==> config.mk <==
export PLATFORM = sky130hd
export DESIGN_NAME = sram_rr_arbiter
export DESIGN_NICKNAME = d
export VERILOG_FILES = /design/src/rtl/sram_rr_arbiter.sv
export SDC_FILE = /design/constraint.sdc
export NUM_CORES = 1
export LEC_CHECK = 0
export ABC_AREA = 0
export BUFFER_PORTS_ARGS = -buffer_cell sky130_fd_sc_hd__buf_2
export CAP_MARGIN = 20
export CORE_AREA = 2 2 117 119
export CTS_CLUSTER_SIZE = 25
export DETAILED_ROUTE_END_ITERATION = 10
export DIE_AREA = 0 0 119 121
export HOLD_SLACK_MARGIN = 0.05
export PLACE_DENSITY_LB_ADDON = 0.1
export SYNTH_ARGS = -nofsm -noshare
export SYNTH_HDL_FRONTEND = slang
export SYNTH_SLANG_ARGS = --single-unit
==> constraint.sdc <==
create_clock -name clk_i -period 4.3 [get_ports clk_i]
set_clock_uncertainty 0.2 [all_clocks]
set_input_delay 0.215 -clock clk_i [delete_from_list [all_inputs] [get_ports clk_i]]
set_output_delay 0.215 -clock clk_i [all_outputs]
set_load 0.02 [all_outputs]
==> src/rtl/sram_rr_arbiter.sv <==
// Round-robin arbiter sharing one single-port SRAM macro between NumReq
// requesters, with per-requester read response routing.
module sram_rr_arbiter #(
    parameter  int unsigned NumReq    = 4,
    parameter  int unsigned NumWords  = 256,
    parameter  int unsigned DataWidth = 32,
    parameter  int unsigned ByteWidth = 8,
    parameter  int unsigned Latency   = 1,
    localparam int unsigned AddrWidth =
        (NumWords > 1) ? $clog2(NumWords) : 1,
    localparam int unsigned BeWidth   =
        (DataWidth + ByteWidth - 1) / ByteWidth,
    localparam int unsigned IdxWidth  =
        (NumReq > 1) ? $clog2(NumReq) : 1
) (
    input  logic                           clk_i,
    input  logic                           rst_ni,
    input  logic [NumReq-1:0]              req_i,
    input  logic [NumReq-1:0]              we_i,
    input  logic [NumReq*AddrWidth-1:0]    addr_i,
    input  logic [NumReq*DataWidth-1:0]    wdata_i,
    input  logic [NumReq*BeWidth-1:0]      be_i,
    output logic [NumReq-1:0]              gnt_o,
    output logic [NumReq-1:0]              rvalid_o,
    output logic [DataWidth-1:0]           rdata_o,
    output logic                           sram_req_o,
    output logic                           sram_we_o,
    output logic [AddrWidth-1:0]           sram_addr_o,
    output logic [DataWidth-1:0]           sram_wdata_o,
    output logic [BeWidth-1:0]             sram_be_o,
    input  logic [DataWidth-1:0]           sram_rdata_i
);

    logic [IdxWidth-1:0]  ptr_q;
    logic [IdxWidth-1:0]  winner;
    logic                 any_gnt;
    logic                 oor;
    logic                 rd_issue;
    logic                 out_v;
    logic                 out_oor;
    logic [IdxWidth-1:0]  out_idx;

    logic [AddrWidth-1:0] addr_a  [NumReq];
    logic [DataWidth-1:0] wdata_a [NumReq];
    logic [BeWidth-1:0]   be_a    [NumReq];

    for (genvar g = 0; g < NumReq; g++) begin : g_unpack
        assign addr_a[g]  = addr_i[g*AddrWidth +: AddrWidth];
        assign wdata_a[g] = wdata_i[g*DataWidth +: DataWidth];
        assign be_a[g]    = be_i[g*BeWidth +: BeWidth];
    end

    // Scan from the pointer, wrapping, and take the first requester.
    always_comb begin
        int unsigned j;
        winner  = '0;
        any_gnt = 1'b0;
        for (int unsigned k = 0; k < NumReq; k++) begin
            j = 32'(ptr_q) + k;
            if (j >= NumReq) begin
                j = j - NumReq;
            end
            if (!any_gnt && req_i[IdxWidth'(j)]) begin
                any_gnt = 1'b1;
                winner  = IdxWidth'(j);
            end
        end
        if (!rst_ni) begin
            any_gnt = 1'b0;
        end
    end

    always_ff @(posedge clk_i or negedge rst_ni) begin
        if (!rst_ni) begin
            ptr_q <= '0;
        end else if (any_gnt) begin
            ptr_q <= (winner == IdxWidth'(NumReq - 1)) ?
                     '0 : winner + 1'b1;
        end
    end

    assign gnt_o = any_gnt ? (NumReq'(1) << winner) : '0;

    // A power-of-two depth can never be addressed out of range.
    if (NumWords == (1 << AddrWidth)) begin : g_no_oor
        assign oor = 1'b0;
    end else begin : g_oor
        assign oor = (32'(addr_a[winner]) >= NumWords);
    end

    assign sram_req_o   = any_gnt & ~oor;
    assign sram_we_o    = any_gnt & we_i[winner];
    assign sram_addr_o  = addr_a[winner];
    assign sram_wdata_o = wdata_a[winner];
    assign sram_be_o    = be_a[winner];

    assign rd_issue = any_gnt & ~we_i[winner];

    if (Latency == 0) begin : g_comb_rsp
        assign out_v   = rd_issue;
        assign out_idx = winner;
        assign out_oor = oor;
    end else begin : g_pipe_rsp
        logic [Latency-1:0]  v_q;
        logic [Latency-1:0]  oor_q;
        logic [IdxWidth-1:0] idx_q [Latency];

        always_ff @(posedge clk_i or negedge rst_ni) begin
            if (!rst_ni) begin
                v_q   <= '0;
                oor_q <= '0;
                for (int i = 0; i < Latency; i++) begin
                    idx_q[i] <= '0;
                end
            end else begin
                v_q[0]   <= rd_issue;
                oor_q[0] <= oor;
                idx_q[0] <= winner;
                for (int i = 1; i < Latency; i++) begin
                    v_q[i]   <= v_q[i-1];
                    oor_q[i] <= oor_q[i-1];
                    idx_q[i] <= idx_q[i-1];
                end
            end
        end

        assign out_v   = v_q[Latency-1];
        assign out_idx = idx_q[Latency-1];
        assign out_oor = oor_q[Latency-1];
    end

    assign rvalid_o = (out_v && rst_ni) ?
                      (NumReq'(1) << out_idx) : '0;
    assign rdata_o  = (out_v && !out_oor && rst_ni) ?
                      sram_rdata_i : '0;

endmodule
==> summary.md, run 1 <==
| Metric | Value |
|---|---|
| Status | `finished clean` |
| Residual DRC | `0` |
| Most frequent cells in the layout | `303 x buf_2, 134 x mux2i_1, 32 x and3_1` |
| Area delta synth->final | `81.7%` |
| Pre-CTS setup slack | `1550 ps` |
| Post-placement cell count | `692` |
| Post-DP HPWL | `8270 microns` |
| Max transition margin | `48.1%` |
| RSZ-0062 raised after global routing | `no` |
| Hold Path Class | `input port to register` |
| Total number of vias | `2918` |
| Seq. cell area | `125 sq um` |
| Design area | `3800 sq um` |
| Ys async rst share | `100%` |
| Final setup margin | `1310 ps` |
| Setup Total Neg Slack | `0 ps` |
| Max_cap viols | `0` |
| CP peak stage delay | `550 ps` |
| Commonest non-fill, non-tap cell in the layout | `buf_2` |
| CP endpoint | `sram_be_o[3]` |
| R2R Path Start | `ptr_q[1]$_DFFE_PN0P_` |
| Layout cell share with drive strength beyond 1 | `60.1%` |
| Setup CP Type | `register to primary output` |
| Full die area | `14400 sq um` |
| Peak VDD IR | `0.000114 V` |
| CTS buffer count | `3` |
| Placed Instance Area | `3720 sq um` |
| Largest net degree at the start of global routing | `58` |
| Fin. Hold Viols | `0` |
| Cells after synthesis | `231` |
| Critical path required time | `3880 ps` |
| Die Y | `121 microns` |
| Syn Nets | `453` |
| Antenna violations before repair | `0` |
| R2R setup slack | `1950 ps` |
| P_leak | `2.41 nW` |
| Synthesis Warnings | `0` |
| Slowest library cell on the worst path | `o22a_4` |
| Top FF cell, synth | `dfrtp_1` |
| Slew Limit Fails | `0` |
| Vias in the first global route | `2923` |
| Final setup fails | `0` |
| GRT Overall Usage | `12.0%` |
| Critical Path Fanout Max | `57` |
| Synth Area per Inst | `9.07 sq um` |
| Routability cong. | `0.782` |
| Wirelength, routed | `9660 microns` |
| Initial core utilization | `16.0%` |
| Congestion Overflow GR | `0` |
| Pre-Repair DR Iteration Count | `4` |
| Wire length of the first global-routing pass | `14200 microns` |
| CTS tree | `done` |
| DRT antenna net count | `0` |
| Final Non-Filler Cells | `697` |
| Initial DRC count | `44` |
| CP Capture Type | `primary output` |
| Sequential share of the synthesized area | `5.97%` |
| Multi-input gate area | `1800 sq um` |
| Register clock-pin slew on the reported worst setup and hold paths | `30 ps` |
| Crit. Startpoint | `ptr_q[1]$_DFFE_PN0P_` |
| EDFF count, synth | `0` |
| FP Rows | `42` |
| Cell Area, Synth | `2090 sq um` |
| Worst path buffer plus inverter count | `2` |
| Final worst path period need | `2990 ps` |
| FF+latch count, synth | `5` |
| Critical R2R Capture | `ptr_q[1]$_DFFE_PN0P_` |
| # IOs | `304` |
| Core area | `13100 sq um` |
| Die Wd | `119 microns` |
| Delay-heaviest family, CP | `compound AO/OA/AOI/OAI gates` |
| CP most frequent cell | `mux2i_1` |
| Worst-Skew Late Latency | `220 ps` |
| Nets@finish | `744` |
| Longest Clk Path Bufs | `2` |
| Clock sinks | `5` |
| FMAX | `0.335 GHz` |
| H-tree depth | `1` |
| Port bufs | `303` |
| Reg2Reg Depth | `7` |
| PostCTS Resize Cnt | `0` |
| Layout fillers | `1426` |
| Avg Vias per Cell | `4.19` |
| Worst Max-Slew Pin Slew | `779 ps` |
| Final period util | `69.4%` |
| Cell depth of the worst setup path | `7` |
| Wire per inst | `13.9 microns` |
| Diode count | `0` |
| Pwr Density | `346 nW/um^2` |
| Hold_ws | `121 ps` |
| Startpoint types | `register` |
| Count of cell types in the netlist | `24` |
| Clk root buf | `clkbuf_16` |
| Worst EP arrival | `2570 ps` |
| Worst path cell trace | `a21oi_1 > o21a_1 > o22a_4 > buf_12 > mux2i_1 > mux2i_1 > buf_2` |
routing by layer:
metal / part of all wire, % / up-vias / global-route usage (%)
met5: 0 / - / 0
met4: 0.93 / 0 / 2.38
met3: 9.6 / 6 / 3.76
met2: 54 / 151 / 23.9
met1: 35 / 1315 / 12.2
li1: - / 1446 / -
final cells by class:
class                           instances  area share (%)
Sequential cell                         5            3.29
Tap cell                              176            5.79
Multi-Input combinational cell        201            47.4
Clock buffer                            4            2.07
Timing Repair Buffer                  307            41.0
Inverter                                4           0.395
worst min-delay path by stage:
| stage | cells past startpoint | startpoint | endpoint |
|---|---|---|---|
| after floorplan | 0 | rst_ni | g_pipe_rsp.idx_q[0]$_DFF_PN0_ |
| after CTS | 3 | we_i[3] | g_pipe_rsp.v_q$_DFF_PN0_ |
| after global routing | 3 | we_i[3] | g_pipe_rsp.v_q$_DFF_PN0_ |
| after global placement | 1 | rst_ni | g_pipe_rsp.idx_q[0]$_DFF_PN0_ |
| final | 3 | we_i[1] | g_pipe_rsp.v_q$_DFF_PN0_ |
| after detailed placement | 1 | rst_ni | g_pipe_rsp.idx_q[0]$_DFF_PN0_ |
timing repair:
| item | CTS | global route |
|---|---|---|
| endpoints found under the setup margin | 0 | 0 |
| buffers inserted | 0 | 0 |
| hold buffers | 1 | 0 |
| hold endpoints to repair | 5 | 0 |
report_power, final:
group	total [mW]	switching, mW	internal, mW
clock	0.151	0.0282	0.123
combinational	1.08	0.611	0.467
sequential	0.0875	0.0268	0.0606
Yosys cell counts, drive strengths merged (2+ instances only):
master | number | area share (%)
and2 | 4 | 1.2
nor2 | 3 | 0.54
a21oi | 4 | 0.96
nand2b | 2 | 0.60
nand2 | 6 | 1.1
nor3 | 2 | 0.72
nor3b | 2 | 0.72
dfrtp | 5 | 6.0
and3 | 32 | 9.6
clkbuf | 6 | 1.1
o2bb2ai | 2 | 0.84
mux2i | 134 | 64
ha | 4 | 2.4
buf | 15 | 6.8
inv | 4 | 0.72
flip-flops by register name (all words and copies together) (netlist names):
signal	cells
g_pipe_rsp.idx_q	2
g_pipe_rsp.v_q	1
ptr_q	2
metrics by stage:
stage / power, mW / util [%]
final: 1.32 / 29.1
after global routing: 1.42 / 29.1
after CTS: 1.34 / 29.1
after detailed placement: 1.19 / 28.4
after global placement: 1.18 / 28.4
after floorplan: 0.864 / -
worst register-to-register path: stages (launching register included):
cell and delay [ps]:
dfrtp_1 430, mux2i_1 230, nor2_1 100, nor3_4 190, buf_4 550, ha_1 410, nand2_1 70, nand2_1 50
cell families (layout without fill, tap and decap cells):
kind of cell / after synthesis / after routing / synth area share [%]
buffers and inverters: 25 / 315 / 8.60
and+or+nand+nor: 53 / 53 / 15.1
AOI/OAI and AO/OA: 9 / 9 / 3.35
adders and majority gates: 4 / 4 / 2.39
DFF: 5 / 5 / 5.97
muxes: 135 / 135 / 64.6
No activity file was read; power rests on OpenSTA's default activity.
==> run 2: changes to the inputs <==
Settings changed: ABC_AREA 0 to 1, CORE_AREA 2 2 117 119 to 2 2 118 120, DIE_AREA 0 0 119 121 to 0 0 120 122.
Clock period 4.3 ns to 2.9 ns, I/O delays scaled along.
==> summary.md, run 2 <==
| Metric | Value |
|---|---|
| Congestion Overflow GR | `0` |
| Top flop regs | `g_pipe_rsp.idx_q: 2 flops, ptr_q: 2 flops, g_pipe_rsp.v_q: 1 flops` |
| Antenna violations before repair | `2` |
| Worst path buffer plus inverter count | `4` |
| Largest net degree at the start of global routing | `49` |
| Worst path cell trace | `inv_4 > nand2_1 > nand2_4 > nand2_2 > nand2_2 > nor2_8 > nand3_2 > nand2_4 > nand2_4 > buf_12 > buf_16 > nor2_1 > nor2_1 > o21ai_1 > nand2_1 > buf_2` |
| Delay-heaviest family, CP | `simple AND/OR/NAND/NOR gates` |
| Layout cell share with drive strength beyond 1 | `41.9%` |
| Startpoint types | `register` |
| Yosys top cell area share | `19.2%` |
| Critical Path Fanout Max | `20` |
| Worst Max-Slew Pin Slew | `315 ps` |
| Initial core utilization | `18.4%` |
| CTS tree | `done` |
| Total number of vias | `4097` |
| Worst-Skew Late Latency | `230 ps` |
| Register clock-pin slew on the reported worst setup and hold paths | `30 ps` |
| Ys async rst share | `100%` |
| CP peak stage delay | `480 ps` |
| Pre-Repair DR Iteration Count | `4` |
| CP most frequent cell | `nand2_4` |
| Residual DRC | `0` |
| R2R setup slack | `650 ps` |
| Placed Instance Area | `4160 sq um` |
| Setup CP Type | `register to primary output` |
| H-tree depth | `1` |
| Vias in the first global route | `3543` |
| Port bufs | `303` |
| Wirelength, routed | `12000 microns` |
| DRT antenna net count | `0` |
| CP Capture Type | `primary output` |
| Most frequent cells in the layout | `303 x buf_2, 127 x nor2_1, 125 x nand2_1` |
| Yosys top cell by area | `nor2_1` |
| FP Rows | `43` |
| EDFF count, synth | `0` |
| Synth cell count leaders | `127 x nor2_1, 126 x nand2_1, 94 x inv_1, 44 x o211ai_1, 36 x o21ai_1` |
| CTS buffer count | `3` |
| Area delta synth->final | `76.7%` |
| Setup Total Neg Slack | `0 ps` |
| Cell depth of the worst setup path | `16` |
| Cells after synthesis | `515` |
| Full die area | `14600 sq um` |
| Status | `finished clean` |
| Reg2Reg Depth | `13` |
| Routability cong. | `0.854` |
| Count of cell types in the netlist | `24` |
| Wire length of the first global-routing pass | `16600 microns` |
| Synth top area cells | `nor2_1 19%, nand2_1 19%, inv_1 14%, o211ai_1 13%, o21ai_1 7.3%` |
| GRT Overall Usage | `13.9%` |
| Core area | `13500 sq um` |
| Avg Vias per Cell | `4.17` |
| Sequential share of the synthesized area | `5.04%` |
| Clock sinks | `5` |
| Nets@finish | `1025` |
| Max_cap viols | `0` |
| Die Wd | `120 microns` |
| Design area | `4390 sq um` |
| Cell Area, Synth | `2480 sq um` |
| Die Y | `122 microns` |
| Final worst path period need | `2700 ps` |
| Max transition margin | `78.9%` |
| # IOs | `304` |
| Synthesis Warnings | `0` |
| Slew Limit Fails | `0` |
| Longest Clk Path Bufs | `2` |
| Fin. Hold Viols | `0` |
| Synth Area per Inst | `4.82 sq um` |
| Final setup fails | `0` |
| Syn Nets | `737` |
| Initial DRC count | `173` |
| RSZ-0062 raised after global routing | `no` |
| FMAX | `0.370 GHz` |
| Worst EP arrival | `2360 ps` |
| Final period util | `93.1%` |
| Top FF cell, synth | `dfrtp_1` |
| Count leader, synth | `nor2_1` |
| FF+latch count, synth | `5` |
| Hold Path Class | `input port to asynchronous set/reset pin` |
| Commonest non-fill, non-tap cell in the layout | `buf_2` |
| Post-DP HPWL | `9590 microns` |
| Critical path required time | `2560 ps` |
| Slowest library cell on the worst path | `dfrtp_2` |
| Wire per inst | `12.2 microns` |
| Clk root buf | `clkbuf_16` |
[run 2: through the flow]
| stage | instances | worst slack, ps | util [%] | hold slack [ps] |
|---|---|---|---|---|
| after floorplan | 515 | 627 | - | -351 |
| after global placement | 972 | 191 | 30.8 | -223 |
| after detailed placement | 972 | 165 | 30.8 | -210 |
| after CTS | 977 | 64.7 | 31.5 | 99.6 |
| after global routing | 983 | 9.76 | 32.5 | 121 |
| final | 983 | 199 | 32.5 | 95.0 |
[run 2: path summary, 6_finish.rpt]
path | from | to
max | ptr_q[0]$_DFFE_PN0P_ | sram_be_o[1]
min in group clk_i | we_i[2] | g_pipe_rsp.v_q$_DFF_PN0_
min reg2reg | ptr_q[1]$_DFFE_PN0P_ | ptr_q[1]$_DFFE_PN0P_
min | rst_ni | ptr_q[1]$_DFFE_PN0P_
max reg2reg | ptr_q[0]$_DFFE_PN0P_ | ptr_q[1]$_DFFE_PN0P_
max in group asynchronous | rst_ni | ptr_q[0]$_DFFE_PN0P_
[run 2: final cells by class]
type | count | area [sq um]
fill | 1571 | 9120
multi-input combinational | 380 | 1800
sequential | 5 | 126
tap | 180 | 225
inverter | 97 | 369
clock buffer | 4 | 78.8
timing repair buffer | 316 | 1780
antenna | 1 | 2.50
[run 2: repair_timing]
action | 4_1_cts | 5_1_grt
cloned | 0 | 3
endpoints found under the hold margin | 5 | 0
setup buffers | 0 | 1
hold buffers | 1 | 0
gates resized for setup | 1 | 6
endpoints found under the setup margin | 37 | 37
[run 2: per-layer routing]
layer  vias up  part of all wire [%]  global-route usage [%]
met4         0                   1.0                    2.50
met1      1749                    39                    14.8
met5         -                     0                       0
met2       176                    52                    27.5
met3         8                   8.6                    3.42
li1       2164                     -                       -
[run 2: cell families after synthesis]
group,Yosys count,share of synthesized area (%)
buffers and inverters,130,22.7
adder cells (fa/ha/maj),4,2.02
AO/OA/AOI/OAI,93,23.2
AND/OR/NAND/NOR,283,47.0
flip-flops,5,5.04
[run 2: worst reg2reg max path, delay by kind of cell, from the launching register on]
kind / cells / cell delay (ps)
buffers and inverters: 2 / 260
adder cells (fa/ha/maj): 1 / 290
flip-flops: 1 / 480
AND/OR/NAND/NOR: 9 / 840
AO/OA/AOI/OAI: 1 / 70
Power of run 2 is left out: the tool's default activity adds up to more than one toggle a clock period on the data nets, which glitch-free logic cannot reach.
==> run 3: changes to the inputs <==
Settings changed: REMOVE_ABC_BUFFERS set to 1.
==> summary.md, run 3 (same netlist as run 2, synthesis figures left out) <==
| Metric | Value |
|---|---|
| Status | `finished clean` |
| Post-placement cell count | `974` |
| CP peak stage delay | `460 ps` |
| FMAX | `0.371 GHz` |
| Crit. Startpoint | `ptr_q[0]$_DFFE_PN0P_` |
| Initial DRC count | `90` |
| Longest Clk Path Bufs | `2` |
| Area delta synth->final | `72.7%` |
| Critical Path Fanout Max | `20` |
| Max transition margin | `62.1%` |
| Congestion Overflow GR | `0` |
| Met1 GRT Util | `14.0%` |
| Setup CP Type | `register to primary output` |
| GRT Overall Usage | `14.0%` |
| Final period util | `93.0%` |
| Die Wd | `120 microns` |
| DRT antenna net count | `0` |
| Die Y | `122 microns` |
| CTS buffer count | `3` |
| Layout cell share with drive strength beyond 1 | `41.8%` |
| Worst EP arrival | `2350 ps` |
| Residual DRC | `0` |
| R2R setup slack | `520 ps` |
| FP Rows | `43` |
| Commonest non-fill, non-tap cell in the layout | `buf_2` |
| Routability cong. | `0.798` |
| Pre-Repair DR Iteration Count | `4` |
| Slew Limit Fails | `0` |
| Hold Path Class | `input port to asynchronous set/reset pin` |
| Total number of vias | `4086` |
| Worst path cell trace | `inv_2 > nand2_1 > nand2_4 > nand2_2 > nand2_2 > nor2_8 > nand3_2 > nand3_1 > nand2_4 > buf_4 > nor2_1 > o21ai_0 > nand2_1 > buf_2` |
| Final worst path period need | `2700 ps` |
| Worst-Skew Late Latency | `230 ps` |
| Max_cap viols | `0` |
| R2R Path Start | `ptr_q[0]$_DFFE_PN0P_` |
| Avg Vias per Cell | `4.17` |
| Top flop regs | `g_pipe_rsp.idx_q: 2 flops, ptr_q: 2 flops, g_pipe_rsp.v_q: 1 flops` |
| Register clock-pin slew on the reported worst setup and hold paths | `30 ps` |
| RSZ-0062 raised after global routing | `yes` |
| CP endpoint | `sram_addr_o[2]` |
| Critical R2R Capture | `ptr_q[1]$_DFFE_PN0P_` |
| Wire length of the first global-routing pass | `16800 microns` |
| Diode count | `0` |
| Met3 Use GR | `3.70%` |
| Clock sinks | `5` |
| Post-DP HPWL | `9600 microns` |
| Final Non-Filler Cells | `980` |
| Core area | `13500 sq um` |
| Vias in the first global route | `3777` |
| Met2 GRT Util | `28.7%` |
| CTS tree | `done` |
| Reg2Reg Depth | `14` |
| Slowest library cell on the worst path | `dfrtp_2` |
| Most frequent cells in the layout | `302 x buf_2, 127 x nor2_1, 125 x nand2_1` |
| Busiest grt layer | `met2` |
| Critical path required time | `2560 ps` |
| Setup Total Neg Slack | `0 ps` |
| Full die area | `14600 sq um` |
| Wire per inst | `12.0 microns` |
| Fin. Hold Viols | `0` |
| # IOs | `304` |
| Clk root buf | `clkbuf_16` |
| Antenna violations before repair | `0` |
| Initial core utilization | `18.4%` |
| Startpoint types | `register` |
| Largest net degree at the start of global routing | `87` |
| CP Capture Type | `primary output` |
| Final setup fails | `0` |
| Port bufs | `303` |
| Nets@finish | `1023` |
| H-tree depth | `1` |
| Worst Max-Slew Pin Slew | `567 ps` |
| Wirelength, routed | `11800 microns` |
run 3: cell count changes in the layout (fill, tap and decap cells not counted), sizes merged:
cell / previous run / this run
diode: 1 / 0
clkbuf: 7 / 5
run 3: area by class of cell:
type	count	area (sq um)
flip-flops and latches	5	126
fillers	1579	9220
repair buffers	314	1690
clock buffers	4	78.8
well taps	180	225
multi-input cells	380	1800
inverters	97	364
run 3: metal layers:
| metal | part of all wire (%) | vias up |
|---|---|---|
| li1 | - | 2154 |
| met1 | 37 | 1728 |
| met2 | 52 | 196 |
| met3 | 9.7 | 8 |
| met4 | 1.3 | 0 |
| met5 | 0 | - |
run 3: through the flow:
step	utilization (%)	hold slack, ps	instance area (sq um)	setup WS, ps
finish	31.8	91.2	4290	202
global route	31.8	113	4290	-29.9
CTS	31.5	94.3	4250	126
detailed placement	30.8	-213	4160	376
global placement	30.8	-213	4160	412
floorplan	-	-351	2280	-855
run 3: worst max-delay path: cells and delay by family (launching register included):
kind / cells / cell delay [ps]
AO/OA/AOI/OAI: 1 / 80
buffers and inverters: 3 / 600
flip-flops: 1 / 460
AND/OR/NAND/NOR: 10 / 980
run 3: repair_timing:
item / CTS / global route
buffers inserted: 0 / 0
endpoints found under the setup margin: 0 / 37
endpoints found under the hold margin: 5 / 0
resized for setup: 0 / 3
hold buffers: 1 / 0
run 3: worst min-delay path by stage:
stage	from	end	slack (ps)
CTS	rst_ni	ptr_q[1]$_DFFE_PN0P_	90
floorplan	rst_ni	g_pipe_rsp.idx_q[0]$_DFF_PN0_	-350
global route	rst_ni	ptr_q[1]$_DFFE_PN0P_	110
detailed placement	rst_ni	ptr_q[1]$_DFFE_PN0P_	-210
global placement	rst_ni	ptr_q[1]$_DFFE_PN0P_	-210
finish	rst_ni	ptr_q[1]$_DFFE_PN0P_	90
Power of run 3 is left out for the same reason.
